**src/rtl/dbg_pkg.sv**
```systemverilog
// Shared definitions for the UART debug command sequencer: host opcodes and FSM states.
// S_ECHO exists only when DBG_CMD_ECHO_EN is defined.
package dbg_pkg;

  localparam logic [7:0] CMD_DUMP_REGS = 8'h01;
  localparam logic [7:0] CMD_LOAD      = 8'h07;
  localparam logic [7:0] CMD_CONT      = 8'h08;
  localparam logic [7:0] CMD_STEP_MODE = 8'h09;
  localparam logic [7:0] CMD_STEP      = 8'h0A;
  localparam logic [7:0] CMD_START     = 8'h0D;

  typedef enum logic [2:0] {
    S_IDLE,
    S_LOAD_CNT,
    S_LOAD_BYTE,
    S_WRITE,
    S_DUMP_REQ,
    S_DUMP_SEND,
    S_DUMP_WAIT
`ifdef DBG_CMD_ECHO_EN
    , S_ECHO
`endif
  } dbg_state_e;

  function automatic logic is_cmd(input logic [7:0] b);
    return b inside {CMD_DUMP_REGS, CMD_LOAD, CMD_CONT, CMD_STEP_MODE, CMD_STEP, CMD_START};
  endfunction

endpackage

```
**src/rtl/dbg_word_serializer.sv**
```systemverilog
// Sends the low byte_count bytes of a word LSB first over the tx_start/tx_done handshake
// and pulses word_done together with the final tx_done.
module dbg_word_serializer #(
  parameter int unsigned DATA_W = 32,
  localparam int unsigned CNT_W = $clog2(DATA_W / 8) + 1
) (
  input  logic              i_clk,
  input  logic              i_rst,
  input  logic              load,
  input  logic [DATA_W-1:0] word,
  input  logic [CNT_W-1:0]  byte_count,
  input  logic              tx_done,
  output logic [7:0]        tx_data,
  output logic              tx_start,
  output logic              word_done
);

  typedef enum logic {SER_IDLE, SER_WAIT} ser_state_e;

  ser_state_e        state_q, state_d;
  logic [DATA_W-1:0] shift_q, shift_d;
  logic [CNT_W-1:0]  left_q, left_d;
  logic [7:0]        data_q, data_d;
  logic              start_q, start_d;

  always_ff @(posedge i_clk or posedge i_rst) begin
    if (i_rst) begin
      state_q <= SER_IDLE;
      shift_q <= '0;
      left_q  <= '0;
      data_q  <= '0;
      start_q <= 1'b0;
    end else begin
      state_q <= state_d;
      shift_q <= shift_d;
      left_q  <= left_d;
      data_q  <= data_d;
      start_q <= start_d;
    end
  end

  always_comb begin
    state_d   = state_q;
    shift_d   = shift_q;
    left_d    = left_q;
    data_d    = data_q;
    start_d   = 1'b0;
    word_done = 1'b0;
    case (state_q)
      SER_IDLE: begin
        if (load) begin
          data_d  = word[7:0];
          shift_d = word >> 8;
          left_d  = byte_count - CNT_W'(1);
          start_d = 1'b1;
          state_d = SER_WAIT;
        end
      end
      SER_WAIT: begin
        // tx_data holds until tx_done; the next start lands in the following cycle
        if (tx_done) begin
          if (left_q == '0) begin
            word_done = 1'b1;
            state_d   = SER_IDLE;
          end else begin
            data_d  = shift_q[7:0];
            shift_d = shift_q >> 8;
            left_d  = left_q - CNT_W'(1);
            start_d = 1'b1;
          end
        end
      end
      default: state_d = SER_IDLE;
    endcase
  end

  assign tx_data  = data_q;
  assign tx_start = start_q;

endmodule

```
**src/rtl/dbg_cmd_sequencer.sv**
```systemverilog
// Host debug controller: program load, register dump and run/step control of the pipeline.
// Define DBG_CMD_ECHO_EN to echo each accepted command byte before acting on it.
module dbg_cmd_sequencer
  import dbg_pkg::*;
#(
  parameter int unsigned DATA_W          = 32,
  parameter int unsigned ADDR_WIDTH      = 32,
  parameter int unsigned MAX_INSTRUCTION = 64,
  parameter int unsigned NUM_REGISTERS   = 32
) (
  input  logic                             i_clk,
  input  logic                             i_rst,
  input  logic [7:0]                       i_rx_data,
  input  logic                             i_rx_valid,
  output logic [7:0]                       o_tx_data,
  output logic                             o_tx_start,
  input  logic                             i_tx_done,
  output logic                             o_imem_we,
  output logic [ADDR_WIDTH-1:0]            o_imem_addr,
  output logic [DATA_W-1:0]                o_imem_data,
  output logic [$clog2(NUM_REGISTERS)-1:0] o_reg_addr,
  input  logic [DATA_W-1:0]                i_reg_data,
  input  logic                             i_halt,
  output logic                             o_cpu_stall,
  output logic                             o_cpu_restart
);

  localparam int unsigned REG_W  = $clog2(NUM_REGISTERS);
  localparam int unsigned IDX_W  = $clog2(MAX_INSTRUCTION + 1);
  localparam int unsigned BYTE_W = $clog2(DATA_W / 8);
  localparam int unsigned CNT_W  = BYTE_W + 1;

  dbg_state_e        state_q, state_d;
  logic              mode_q, mode_d;
  logic              running_q, running_d;
  logic              restart_q, restart_d;
  logic              step_q, step_d;
  logic [BYTE_W-1:0] byte_cnt_q, byte_cnt_d;
  logic [IDX_W-1:0]  word_idx_q, word_idx_d;
  logic [IDX_W-1:0]  n_words_q, n_words_d;
  logic [DATA_W-1:0] word_q, word_d;
  logic [REG_W-1:0]  reg_idx_q, reg_idx_d;

  logic              exec;
  logic [7:0]        exec_cmd;
  logic              dump_load, dump_active;
  logic              ser_load, ser_done;
  logic [DATA_W-1:0] ser_word;
  logic [CNT_W-1:0]  ser_count;
  logic [31:0]       rx_ext;

  assign rx_ext      = 32'(i_rx_data);
  assign dump_load   = (state_q == S_DUMP_REQ);
  assign dump_active = state_q inside {S_DUMP_REQ, S_DUMP_SEND, S_DUMP_WAIT};

`ifdef DBG_CMD_ECHO_EN
  logic [7:0] cmd_q, cmd_d;
  logic       echo_load;

  assign echo_load = (state_q == S_IDLE) && i_rx_valid && is_cmd(i_rx_data);
  assign exec      = (state_q == S_ECHO) && ser_done;
  assign exec_cmd  = cmd_q;
  assign ser_load  = dump_load || echo_load;
  assign ser_word  = dump_load ? i_reg_data : DATA_W'(i_rx_data);
  assign ser_count = dump_load ? CNT_W'(DATA_W / 8) : CNT_W'(1);

  always_ff @(posedge i_clk or posedge i_rst) begin
    if (i_rst) cmd_q <= '0;
    else       cmd_q <= cmd_d;
  end

  always_comb begin
    cmd_d = cmd_q;
    if (echo_load) cmd_d = i_rx_data;
  end
`else
  assign exec      = (state_q == S_IDLE) && i_rx_valid;
  assign exec_cmd  = i_rx_data;
  assign ser_load  = dump_load;
  assign ser_word  = i_reg_data;
  assign ser_count = CNT_W'(DATA_W / 8);
`endif

  dbg_word_serializer #(
    .DATA_W (DATA_W)
  ) u_serializer (
    .i_clk      (i_clk),
    .i_rst      (i_rst),
    .load       (ser_load),
    .word       (ser_word),
    .byte_count (ser_count),
    .tx_done    (i_tx_done),
    .tx_data    (o_tx_data),
    .tx_start   (o_tx_start),
    .word_done  (ser_done)
  );

  always_ff @(posedge i_clk or posedge i_rst) begin
    if (i_rst) begin
      state_q    <= S_IDLE;
      mode_q     <= 1'b0;
      running_q  <= 1'b0;
      restart_q  <= 1'b0;
      step_q     <= 1'b0;
      byte_cnt_q <= '0;
      word_idx_q <= '0;
      n_words_q  <= '0;
      word_q     <= '0;
      reg_idx_q  <= '0;
    end else begin
      state_q    <= state_d;
      mode_q     <= mode_d;
      running_q  <= running_d;
      restart_q  <= restart_d;
      step_q     <= step_d;
      byte_cnt_q <= byte_cnt_d;
      word_idx_q <= word_idx_d;
      n_words_q  <= n_words_d;
      word_q     <= word_d;
      reg_idx_q  <= reg_idx_d;
    end
  end

  always_comb begin
    state_d    = state_q;
    mode_d     = mode_q;
    running_d  = running_q;
    restart_d  = 1'b0;
    step_d     = 1'b0;
    byte_cnt_d = byte_cnt_q;
    word_idx_d = word_idx_q;
    n_words_d  = n_words_q;
    word_d     = word_q;
    reg_idx_d  = reg_idx_q;
    if (i_halt) running_d = 1'b0;

    unique case (state_q)
`ifdef DBG_CMD_ECHO_EN
      S_IDLE: if (echo_load) state_d = S_ECHO;
      S_ECHO: ;
`else
      S_IDLE: ;
`endif
      S_LOAD_CNT: begin
        if (i_rx_valid) begin
          if (i_rx_data == 8'd0 || rx_ext > 32'(MAX_INSTRUCTION)) begin
            state_d = S_IDLE;
          end else begin
            n_words_d  = IDX_W'(i_rx_data);
            word_idx_d = '0;
            byte_cnt_d = '0;
            state_d    = S_LOAD_BYTE;
          end
        end
      end
      S_LOAD_BYTE: begin
        if (i_rx_valid) begin
          word_d     = {i_rx_data, word_q[DATA_W-1:8]};
          byte_cnt_d = byte_cnt_q + BYTE_W'(1);
          if (byte_cnt_q == BYTE_W'(DATA_W / 8 - 1)) state_d = S_WRITE;
        end
      end
      S_WRITE: begin
        word_idx_d = word_idx_q + IDX_W'(1);
        state_d    = (word_idx_q == n_words_q - IDX_W'(1)) ? S_IDLE : S_LOAD_BYTE;
      end
      S_DUMP_REQ:  state_d = S_DUMP_SEND;
      S_DUMP_SEND: state_d = S_DUMP_WAIT;
      S_DUMP_WAIT: begin
        if (i_tx_done) begin
          if (!ser_done) begin
            state_d = S_DUMP_SEND;
          end else if (reg_idx_q == REG_W'(NUM_REGISTERS - 1)) begin
            state_d = S_IDLE;
          end else begin
            reg_idx_d = reg_idx_q + REG_W'(1);
            state_d   = S_DUMP_REQ;
          end
        end
      end
      default: state_d = S_IDLE;
    endcase

    if (exec) begin
      state_d = S_IDLE;
      case (exec_cmd)
        CMD_DUMP_REGS: begin
          reg_idx_d = '0;
          state_d   = S_DUMP_REQ;
        end
        CMD_LOAD:      if (!running_q) state_d = S_LOAD_CNT;
        CMD_CONT:      if (!running_q) mode_d = 1'b0;
        CMD_STEP_MODE: if (!running_q) mode_d = 1'b1;
        // a halt in the same cycle wins over the step release
        CMD_STEP:      if (running_q && mode_q && !i_halt) step_d = 1'b1;
        CMD_START: begin
          restart_d = 1'b1;
          running_d = 1'b1;
        end
        default: ;
      endcase
    end
  end

  assign o_imem_we     = (state_q == S_WRITE);
  assign o_imem_addr   = ADDR_WIDTH'(word_idx_q) << 2;
  assign o_imem_data   = word_q;
  assign o_reg_addr    = reg_idx_q;
  assign o_cpu_restart = restart_q;
  assign o_cpu_stall   = !running_q || dump_active || (mode_q && !step_q);

endmodule

```
**config.mk**
```make
export PLATFORM = sky130hd
export DESIGN_NAME = dbg_cmd_sequencer
export DESIGN_NICKNAME = d
export VERILOG_FILES = /design/src/rtl/dbg_pkg.sv /design/src/rtl/dbg_word_serializer.sv /design/src/rtl/dbg_cmd_sequencer.sv
export SDC_FILE = /design/constraint.sdc
export NUM_CORES = 1
export LEC_CHECK = 0
export CAP_MARGIN = 40
export CORE_MARGIN = 2
export CORE_UTILIZATION = 49
export CTS_CLUSTER_SIZE = 40
export DETAILED_ROUTE_END_ITERATION = 10
export PLACE_DENSITY = 0.81
export SYNTH_ARGS = -nofsm -noshare
export SYNTH_HDL_FRONTEND = slang
export SYNTH_SLANG_ARGS = --single-unit
export TNS_END_PERCENT = 50
```
**constraint.sdc**
```tcl
create_clock -name i_clk -period 3.5 [get_ports i_clk]
set_clock_uncertainty 0.1 [all_clocks]
set_input_delay 0.525 -clock i_clk [delete_from_list [all_inputs] [get_ports i_clk]]
set_output_delay 0.525 -clock i_clk [all_outputs]
set_load 0.02 [all_outputs]
```
==> results.py <==
metrics = {
    "run_status": {
        "status": "finished, final reports clean",
    },
    "finish": {
        "layout_common_cells": "sky130_fd_sc_hd__clkdlybuf4s50_1, sky130_fd_sc_hd__dfrtp_1, sky130_fd_sc_hd__nor2_1",
        "layout-drive-gt1-share": 0.1276,
        "insertedDiodeCount": 0,
        "finalNonFillerCells": 662,
        "area_delta_synth_final_pct": 27.17,
        "layout_commonest_cell": "sky130_fd_sc_hd__clkdlybuf4s50_1",
        "design.final.nets": 579,
        "total_non_filler_cell_area_in_the_finished_layout_um2": 5914,
    },
    "cts": {
        "cts_tree": "built",
        "cts-buffers-inserted": 9,
        "post_cts_resize_count": 0,
        "cts_hold_buffers": 0,
        "cts.sinks": 97,
        "cts_max_path_buffers": 2,
        "clk_latency_ns": 0.35,
        "root_buffer": "sky130_fd_sc_hd__clkbuf_8",
        "post_cts_setup_inserts": 0,
        "clkSlewWorstSetupHoldPaths_ns": 0.11,
        "cts.htree.levels": 3,
    },
    "route": {
        "dr_total_vias": 3404,
        "wire_per_inst_um": 14.75,
        "drt_drc_violations_left": 0,
        "drt-pass1-iter-count": 4,
        "routed_wl_um": 9763,
        "viasPerCell": 5.142,
        "detail-route-antenna-nets": 0,
        "drt_iter0_drc": 142,
    },
    "place": {
        "dp_worst_slack_ns": 0.6243,
        "routabilityCongestion": 0.8526,
        "post-dp-hpwl_um": 7111,
        "numPlacedInstances": 646,
        "io_buffers": 100,
        "placed_cell_area_um2": 5728,
    },
    "grt": {
        "first_global_vias": 3312,
        "antenna_violations_before_repair": 0,
        "first_pass_grt_wire_length_um": 15650,
        "maximum_number_of_pins_on_one_net_before_global_route_repair": 62,
        "grt.overflow.total": 0,
        "track_usage": 0.1920,
    },
    "timing": {
        "finalWorstSetupSlack_ns": 0.7309,
        "tightest_slew_ns": 0.7899,
        "setup_tns_ns": 0,
        "report.final.setup_viol": 0,
        "post-route-period-util": 0.7912,
        "slew_headroom": 0.4598,
        "max_freq_mhz": 361.1,
        "hold_viol_final": 0,
        "post-route-min-period_ns": 2.769,
        "grt_setup_unrepaired": "no",
        "timing.final.max_slew_violations": 0,
    },
    "critical_path": {
        "rrSetupSlack_ns": 0.94,
        "critPathKind": "flop to output pin",
        "cp.required_ns": 2.87,
        "r2r_start": "state_q[1]",
        "worst_ep_arrival_time_ns": 2.14,
        "worst-r2r-cell-count": 5,
        "startpoint_type": "flop",
        "setup.worst_path.end_class": "output pin",
        "timing.rr.end": "mode_q",
        "timing.critical_path.fanout_max": 12,
    },
    "hold_path": {
        "hp-start": "o_imem_data[6]",
        "hold_class": "flop to flop",
        "hold_crit_depth": 1,
        "min_to": "o_imem_data[6]",
    },
    "floorplan": {
        "die_w_um": 101.4,
        "placeableCoreArea_um2": 9240,
        "initial_core_util": 0.5033,
        "die_h_um": 101.4,
        "row_count": 35,
        "total_die_area_um2": 10290,
        "floorplan.io_pins": 126,
    },
    "flow_run": {
        "maxCapViolations": 0,
    },
    "synth": {
        "async_set_or_reset_flop_fraction_in_the_synthesized_netlist": 1.000,
        "postSynthRegisterBits": 97,
        "seq_area_frac_synth": 0.5219,
        "ys.warnings.count": 0,
        "synth.top_cells.by_area": "sky130_fd_sc_hd__dfrtp_1, sky130_fd_sc_hd__mux2_2, sky130_fd_sc_hd__mux2i_1",
        "synth_top_area_share": 0.5219,
        "synth_cells": 433,
        "netlist.top_cell.by_area": "sky130_fd_sc_hd__dfrtp_1",
        "mappedNetlistArea_um2": 4651,
        "synth_top_flop_cell": "sky130_fd_sc_hd__dfrtp_1",
        "count_of_flip_flops_with_a_built_in_enable_after_synthesis": 0,
        "syn_avg_cell_area_um2": 10.74,
        "ys_types": 52,
    },
    "power_and_ir_drop": {
        "vdd_ir_drop_max_v": 0.0004199,
        "total_power_mw": 4.361,
        "total_leakage_power_nw": 2.532,
        "power_density_nw_per_um2": 737.4,
    },
}
## sequential cells by signal, summed over array words and instances (netlist names), 2 cells and up
signal and cells:
o_reg_addr 5, word_idx_q 7, o_imem_data 32, state_q 3
u_serializer.left_q 3, u_serializer.shift_q 24, u_serializer.tx_data 8, n_words_q 7
byte_cnt_q 2
## cell type report
class / count / area (um2)
multi-input cells: 304 / 2028
well taps: 129 / 161.4
clock buffers: 10 / 137.6
fillers: 738 / 3326
clock inverters: 6 / 48.80
flip-flops and latches: 97 / 2427
inverters: 10 / 40.04
repair buffers: 106 / 1071
## worst max-delay path by stage
stage / slack [ns] / endpoint / start / cells past startpoint
2_1_floorplan: 0.34 / byte_cnt_q[0] / i_rst / 1
4_1_cts: 0.71 / o_imem_we / state_q[1] / 3
3_3_place_gp: 0.65 / mode_q / i_rx_data[7] / 6
5_1_grt: 0.59 / o_imem_we / state_q[1] / 3
6_report: 0.73 / o_imem_we / state_q[1] / 3
3_5_place_dp: 0.62 / mode_q / i_rx_data[7] / 6
## cells in the mapped netlist, drive strengths merged, types with 2 or more instances
master  count
mux2       39
o31ai       2
a311oi      2
xor2        9
nand3b      4
dfrtp      97
inv        10
nand2b      4
nand2      35
buf        29
o21ai      21
o21a        2
nand4       2
ha          6
a21oi      29
nor2       46
xnor2       5
and3        4
nand3       7
a211oi      2
nor4        2
or3         3
nor4b       2
mux2i      25
nor3       10
clkbuf     17
## cell families (layout without fill, tap and decap cells)
| logic type | Yosys count | in the layout | share of synthesized area |
|---|---|---|---|
| XOR/XNOR | 14 | 14 | 0.02637 |
| adder cells (fa/ha/maj) | 6 | 6 | 0.01614 |
| multiplexers | 64 | 64 | 0.1482 |
| AO/OA/AOI/OAI | 70 | 70 | 0.08932 |
| other | 1 | 25 | 0.0008063 |
| AND/OR/NAND/NOR | 125 | 125 | 0.1316 |
| flip-flops | 97 | 97 | 0.5219 |
| buffers and inverters | 56 | 132 | 0.06564 |
## worst max-delay path: stages, from the launching register on
cell                              delay, ns
sky130_fd_sc_hd__dfrtp_1               0.62
sky130_fd_sc_hd__nand3b_1              0.35
sky130_fd_sc_hd__inv_1                 0.21
sky130_fd_sc_hd__clkdlybuf4s50_1       0.63
## through the flow
step	hold slack, ns	utilization
final	0.4197	0.6401
after global routing	0.4323	0.6401
after CTS	0.4208	0.6401
after detailed placement	0.3960	0.6199
after global placement	0.3810	0.6199
after floorplan	0.3662	-
## power by group
group | switching [mW] | internal, mW | leakage, nW | total [mW]
sequential | 0.301 | 1.54 | 1.20 | 1.85
clock | 0.403 | 0.286 | 0.0908 | 0.689
combinational | 0.921 | 0.906 | 1.24 | 1.83
total | 1.63 | 2.74 | 2.53 | 4.36
## layer usage
metal	global-route usage	vias to the layer above	wire [um]
li1	-	1651	-
met1	0.2575	1650	4419
met2	0.3250	89	4815
met3	0.02761	14	376
met4	0.05925	0	152
met5	0	-	0
No activity file was read; power rests on OpenSTA's default activity.
